--- config.mk ---
export PLATFORM = sky130hd
export DESIGN_NAME = vtiming_gen
export DESIGN_NICKNAME = d
export VERILOG_FILES = /design/src/rtl/vtiming_pkg.sv /design/src/rtl/vtiming_gen.sv
export SDC_FILE = /design/constraint.sdc
export NUM_CORES = 1
export LEC_CHECK = 0
export BUFFER_PORTS_ARGS = -buffer_cell sky130_fd_sc_hd__buf_2
export CAP_MARGIN = 0
export CORE_MARGIN = 2
export CORE_UTILIZATION = 56
export DETAILED_ROUTE_END_ITERATION = 6
export PLACE_DENSITY = 0.78
export SLEW_MARGIN = 40
export SYNTH_ARGS = -nofsm -noshare
export SYNTH_HDL_FRONTEND = slang
export SYNTH_SLANG_ARGS = --single-unit
--- constraint.sdc ---
create_clock -name clk -period 2.6 [get_ports clk]
set_input_delay 0.52 -clock clk [delete_from_list [all_inputs] [get_ports clk]]
set_output_delay 0.52 -clock clk [all_outputs]
set_load 0.03 [all_outputs]
--- src/rtl/vtiming_pkg.sv ---
// Shared definitions for the vertical timing generator: phase encoding,
// 640x480@60 default line counts and the frame-length helper.
package vtiming_pkg;

  typedef enum logic [1:0] {
    ACTIVE = 2'd0,
    FRONT  = 2'd1,
    SYNC   = 2'd2,
    BACK   = 2'd3
  } phase_t;

  localparam int DEF_V_ACTIVE = 480;
  localparam int DEF_V_FP     = 10;
  localparam int DEF_V_SYNC   = 2;
  localparam int DEF_V_BP     = 33;

  function automatic int vtotal(input int active, input int fp, input int sync, input int bp);
    return active + fp + sync + bp;
  endfunction

endpackage

--- src/rtl/vtiming_gen.sv ---
// Vertical timing generator: line counter plus ACTIVE/FRONT/SYNC/BACK phase
// machine advanced by tick_en & line_end. Define VTIMING_FRAME_CNT_EN for frame_cnt.
module vtiming_gen
  import vtiming_pkg::*;
#(
  parameter int V_ACTIVE = DEF_V_ACTIVE,
  parameter int V_FP     = DEF_V_FP,
  parameter int V_SYNC   = DEF_V_SYNC,
  parameter int V_BP     = DEF_V_BP,
  parameter int CW       = 10,
  parameter bit SYNC_POL = 1'b0
`ifdef VTIMING_FRAME_CNT_EN
  ,
  parameter int FCW      = 8
`endif
) (
  input  logic          clk,
  input  logic          rst,
  input  logic          tick_en,
  input  logic          line_end,
  output logic [CW-1:0] v_count,
  output logic          v_vid,
  output logic          v_sync,
  output logic          frame_start,
  output logic          last_line
`ifdef VTIMING_FRAME_CNT_EN
  ,
  output logic [FCW-1:0] frame_cnt
`endif
);

  localparam int TOTAL = vtotal(V_ACTIVE, V_FP, V_SYNC, V_BP);

  if (V_ACTIVE < 1 || V_FP < 1 || V_SYNC < 1 || V_BP < 1) begin : g_bad_phase_len
    $error("vtiming_gen: every phase length must be at least 1");
  end
  if (CW < 1 || CW > 30 || (TOTAL - 1) >= (1 << CW)) begin : g_bad_cw
    $error("vtiming_gen: TOTAL-1 does not fit in CW bits");
  end

  localparam logic [CW-1:0] LAST_LINE = CW'(TOTAL - 1);
  localparam logic [CW-1:0] ACTIVE_M1 = CW'(V_ACTIVE - 1);
  localparam logic [CW-1:0] FP_M1     = CW'(V_FP - 1);
  localparam logic [CW-1:0] SYNC_M1   = CW'(V_SYNC - 1);
  localparam logic [CW-1:0] BP_M1     = CW'(V_BP - 1);

  // Sync level outside the SYNC phase, and inside it.
  localparam logic SYNC_IDLE = ~SYNC_POL;
  localparam logic SYNC_ON   = SYNC_POL;

  phase_t        state;
  logic [CW-1:0] ph_cnt;
  logic          adv;
  logic          wrap;

  assign adv       = tick_en & line_end;
  assign wrap      = (v_count == LAST_LINE);
  assign last_line = wrap;

  // Line counter, phase counter and FSM share one block so v_count, state,
  // v_vid and v_sync always change on the same edge and never disagree.
  // NOTE: sequential state uses non-blocking assignments so every register
  // samples pre-edge values regardless of statement order.
  always_ff @(posedge clk or posedge rst) begin
    if (rst) begin
      v_count     <= '0;
      state       <= ACTIVE;
      ph_cnt      <= ACTIVE_M1;
      v_vid       <= 1'b1;
      v_sync      <= SYNC_IDLE;
      frame_start <= 1'b0;
    end else begin
      frame_start <= adv & wrap;
      if (adv) begin
        v_count <= wrap ? '0 : v_count + 1'b1;
        if (ph_cnt == '0) begin
          case (state)
            ACTIVE: begin
              state  <= FRONT;
              ph_cnt <= FP_M1;
              v_vid  <= 1'b0;
            end
            FRONT: begin
              state  <= SYNC;
              ph_cnt <= SYNC_M1;
              v_sync <= SYNC_ON;
            end
            SYNC: begin
              state  <= BACK;
              ph_cnt <= BP_M1;
              v_sync <= SYNC_IDLE;
            end
            BACK: begin
              // Lands on the same edge as the v_count wrap by construction.
              state  <= ACTIVE;
              ph_cnt <= ACTIVE_M1;
              v_vid  <= 1'b1;
            end
            default: begin
              state  <= ACTIVE;
              ph_cnt <= ACTIVE_M1;
              v_vid  <= 1'b1;
              v_sync <= SYNC_IDLE;
            end
          endcase
        end else begin
          ph_cnt <= ph_cnt - 1'b1;
        end
      end
    end
  end

`ifdef VTIMING_FRAME_CNT_EN
  always_ff @(posedge clk or posedge rst) begin
    if (rst) begin
      frame_cnt <= '0;
    end else if (adv && wrap) begin
      frame_cnt <= frame_cnt + 1'b1;
    end
  end
`endif

endmodule

==> results.py <==
metrics = {
    "outcome": {
        "status": "finished, final reports clean",
    },
    "clocking": {
        "cts_max_level": 1,
        "cts.sinks": 25,
        "clk_path_buf_depth": 2,
        "cts_tree": "yes",
        "path_clk_slew_ns": 0.14,
        "post_cts_resized": 0,
        "post-cts-setup-buffers": 0,
        "cts_root_buf": "clkbuf_4",
        "clk_latency_ns": 0.33,
        "cts_buffers": 3,
        "cts_hold_buf": 0,
    },
    "setup_path": {
        "slowest_stage": "or4_1",
        "startpoint_type": "flop",
        "cp_data_arrival_time_ns": 1.93,
        "cp_max_fo": 5,
        "slowest_delay_ns": 0.61,
        "reg2reg_depth": 4,
        "critPathCaptureType": "output pin",
        "cp_cell_sequence": "or4_1 > nor4_4 > buf_2",
        "worstSetupPathType": "flop to output pin",
        "cpLargestDelayFamily": "simple AND/OR/NAND/NOR gates",
        "cp_num_buf_inv": 1,
        "required_ns": 2.08,
        "cp_num_cells": 3,
    },
    "logic_synthesis": {
        "synth_ff_type": "dfrtp_1",
        "synth_nets": 139,
        "syn_inst": 128,
        "async_flop_share_pct": 100,
        "synth.top_cells.by_count": "15 x dfrtp_1, 10 x dfstp_2, 10 x nand2_1, 10 x nor2_1, 9 x inv_1",
        "synth_compound_area_share_pct": 7.52,
        "ys_top_cells_by_area": "dfrtp_1 29%, dfstp_2 20%, ha_1 6.7%",
        "yosysTopAreaCellShare_pct": 28.6,
        "synth_simple_gate_area_share_pct": 24.3,
        "ys_seq_area_share_pct": 48.6,
        "synthMuxAreaShare_pct": 2.57,
        "synth-xor-area-share_pct": 6.67,
        "synth_cell_types": 35,
        "synth_area_um2": 1310,
        "yosys_warnings": 0,
        "ys_ff_latch": 25,
        "synth_top_family_by_area": "simple AND/OR/NAND/NOR gates",
        "syn_area_per_cell_um2": 10.3,
        "netlist.top_cell.by_area": "dfrtp_1",
        "synth_fa_ha_area_share_pct": 6.67,
        "post-synth-top-count-cell": "dfrtp_1",
        "synth_edf_count": 0,
    },
    "global_routing": {
        "grt_usage_pct": 20.0,
        "gr-total-overflow": 0,
        "grt_pass1_wl_um": 4060,
        "antenna_found_initial": 0,
        "grt_max_degree": 26,
        "grt_pass1_vias": 904,
    },
    "timing": {
        "tns_ns": 0,
        "max_freq_ghz": 0.408,
        "period_share_pct": 94.3,
        "setup_viol": 0,
        "worst_slack_ns": 0.148,
        "tightest_slew_ns": 0.499,
        "maxSlewHeadroom_pct": 66.7,
        "finalCriticalPeriod_ns": 2.45,
        "rsz0062_at_grt": "false",
        "holdWs_ns": 0.194,
        "drv_slew": 0,
        "fin_skew_ns": 0.00872,
        "finalHoldViolations": 0,
    },
    "routing": {
        "drc_errors": 0,
        "wl_um": 2380,
        "viasPerCell": 5.62,
        "drtIter0Drc": 11,
        "firstDrtPassIters": 4,
        "post_drt_wl_per_cell_um": 13.6,
        "num_vias": 984,
        "ant_nets": 0,
    },
    "finish": {
        "drive_above_1_share_pct": 26.5,
        "antennaDiodeCount": 0,
        "layout.nets": 159,
        "synthToLayoutAreaGrowth_pct": 11.6,
        "final_cells": 175,
        "final_core_util_pct": 66.3,
    },
    "die": {
        "die-area_um2": 2750,
        "fp.dieH_um": 52.4,
        "pin_count": 18,
        "die_x_um": 52.4,
        "start_util_pct": 59.4,
        "core_um2": 2210,
        "rows": 17,
    },
    "placed_design": {
        "dpl.hpwl_um": 1830,
        "dp_slack_ns": 0.442,
        "dp.cells": 171,
        "place.gp.congestion": 0.811,
        "port_buffers": 17,
    },
    "power": {
        "p_clk_share_pct": 13.9,
        "p_per_area_nw_per_um2": 901,
        "p_sw_share_pct": 40.0,
        "internal_power_w": 0.000792,
        "p_sw_w": 0.000528,
        "power_frac_comb_pct": 35.1,
        "seqPwrFrac_pct": 51.1,
        "cellLeakagePower_nw": 0.695,
        "peakVddDrop_mv": 0.646,
    },
    "job": {
        "maxCapViolCount": 0,
    },
    "hold_path": {
        "hold_class": "input port to asynchronous set/reset pin",
    },
}
[metrics by stage]
step	area [um^2]	power [W]
final	1470	0.00132
after global routing	1470	0.00142
after floorplan	1310	0.00101
after CTS	1460	0.00132
after detailed placement	1430	0.00113
after global placement	1430	0.00111
[flip-flops by register name (all words and copies together), names as in the netlist]
name	cells
v_sync	1
frame_start	1
v_vid	1
state	2
v_count	10
ph_cnt	10
[power groups by stage]
stage	Sequential (W)	Combinational (W)	Clock (W)
final	0.000674	0.000463	0.000183
after global routing	0.000694	0.000527	0.000201
after CTS	0.000671	0.000460	0.000191
after detailed placement	0.000675	0.000458	0
after global placement	0.000668	0.000444	0
after floorplan	0.000715	0.000291	0
[per-layer routing]
layer / vias to the layer above / GRT usage [%] / share of wire (%)
li1: 487 / - / -
met1: 476 / 27.6 / 49
met2: 19 / 32.1 / 47
met3: 2 / 5.14 / 3.7
met4: 0 / 3.85 / 0.38
met5: - / 0 / 0
[final cells by class]
type	count	area (um^2)
clock buffers	3	22.5
clock inverters	1	8.76
fillers	184	746
inverters	9	33.8
multi-input cells	91	636
flip-flops and latches	25	638
well taps	28	35.0
repair buffers	18	92.6
[path summary, 6_finish.rpt]
check | startpoint | to | slack (ns)
worst max-delay path | v_count[6]$_DFFE_PP0P_ | last_line | 0.15
worst min-delay path | rst | v_count[2]$_DFFE_PP0P_ | 0.19
worst max register to register | ph_cnt[3]$_DFFE_PP1P_ | v_sync$_DFFE_PP1P_ | 0.51
worst min register to register | v_count[5]$_DFFE_PP0P_ | v_count[5]$_DFFE_PP0P_ | 0.51
max in group asynchronous | rst | ph_cnt[8]$_DFFE_PP1P_ | 2.04
min in group clk | v_count[5]$_DFFE_PP0P_ | v_count[5]$_DFFE_PP0P_ | 0.51
[cells by family (layout without fill, tap and decap cells)]
| family | count (synthesis) | count (layout) |
|---|---|---|
| simple gates | 55 | 55 |
| compound gates | 16 | 16 |
| buf+inv | 12 | 31 |
| fa+ha+maj | 7 | 7 |
| mux | 3 | 3 |
| flops | 25 | 25 |
| xor+xnor | 10 | 10 |
[cell usage in the layout (no fill, tap or decap), drive strengths merged, types with 3 or more instances in the layout]
cell type   n
nand2      10
nor2       12
nor3        4
inv        10
xnor2       5
ha          7
xor2        5
nand3       6
or4         3
o21ai       5
mux2        3
dfstp      10
and2        3
clkbuf      3
dfrtp      15
nor4        4
buf        18
or3         3
a21oi       4
Note: power is estimated with default switching activity, not from simulation.
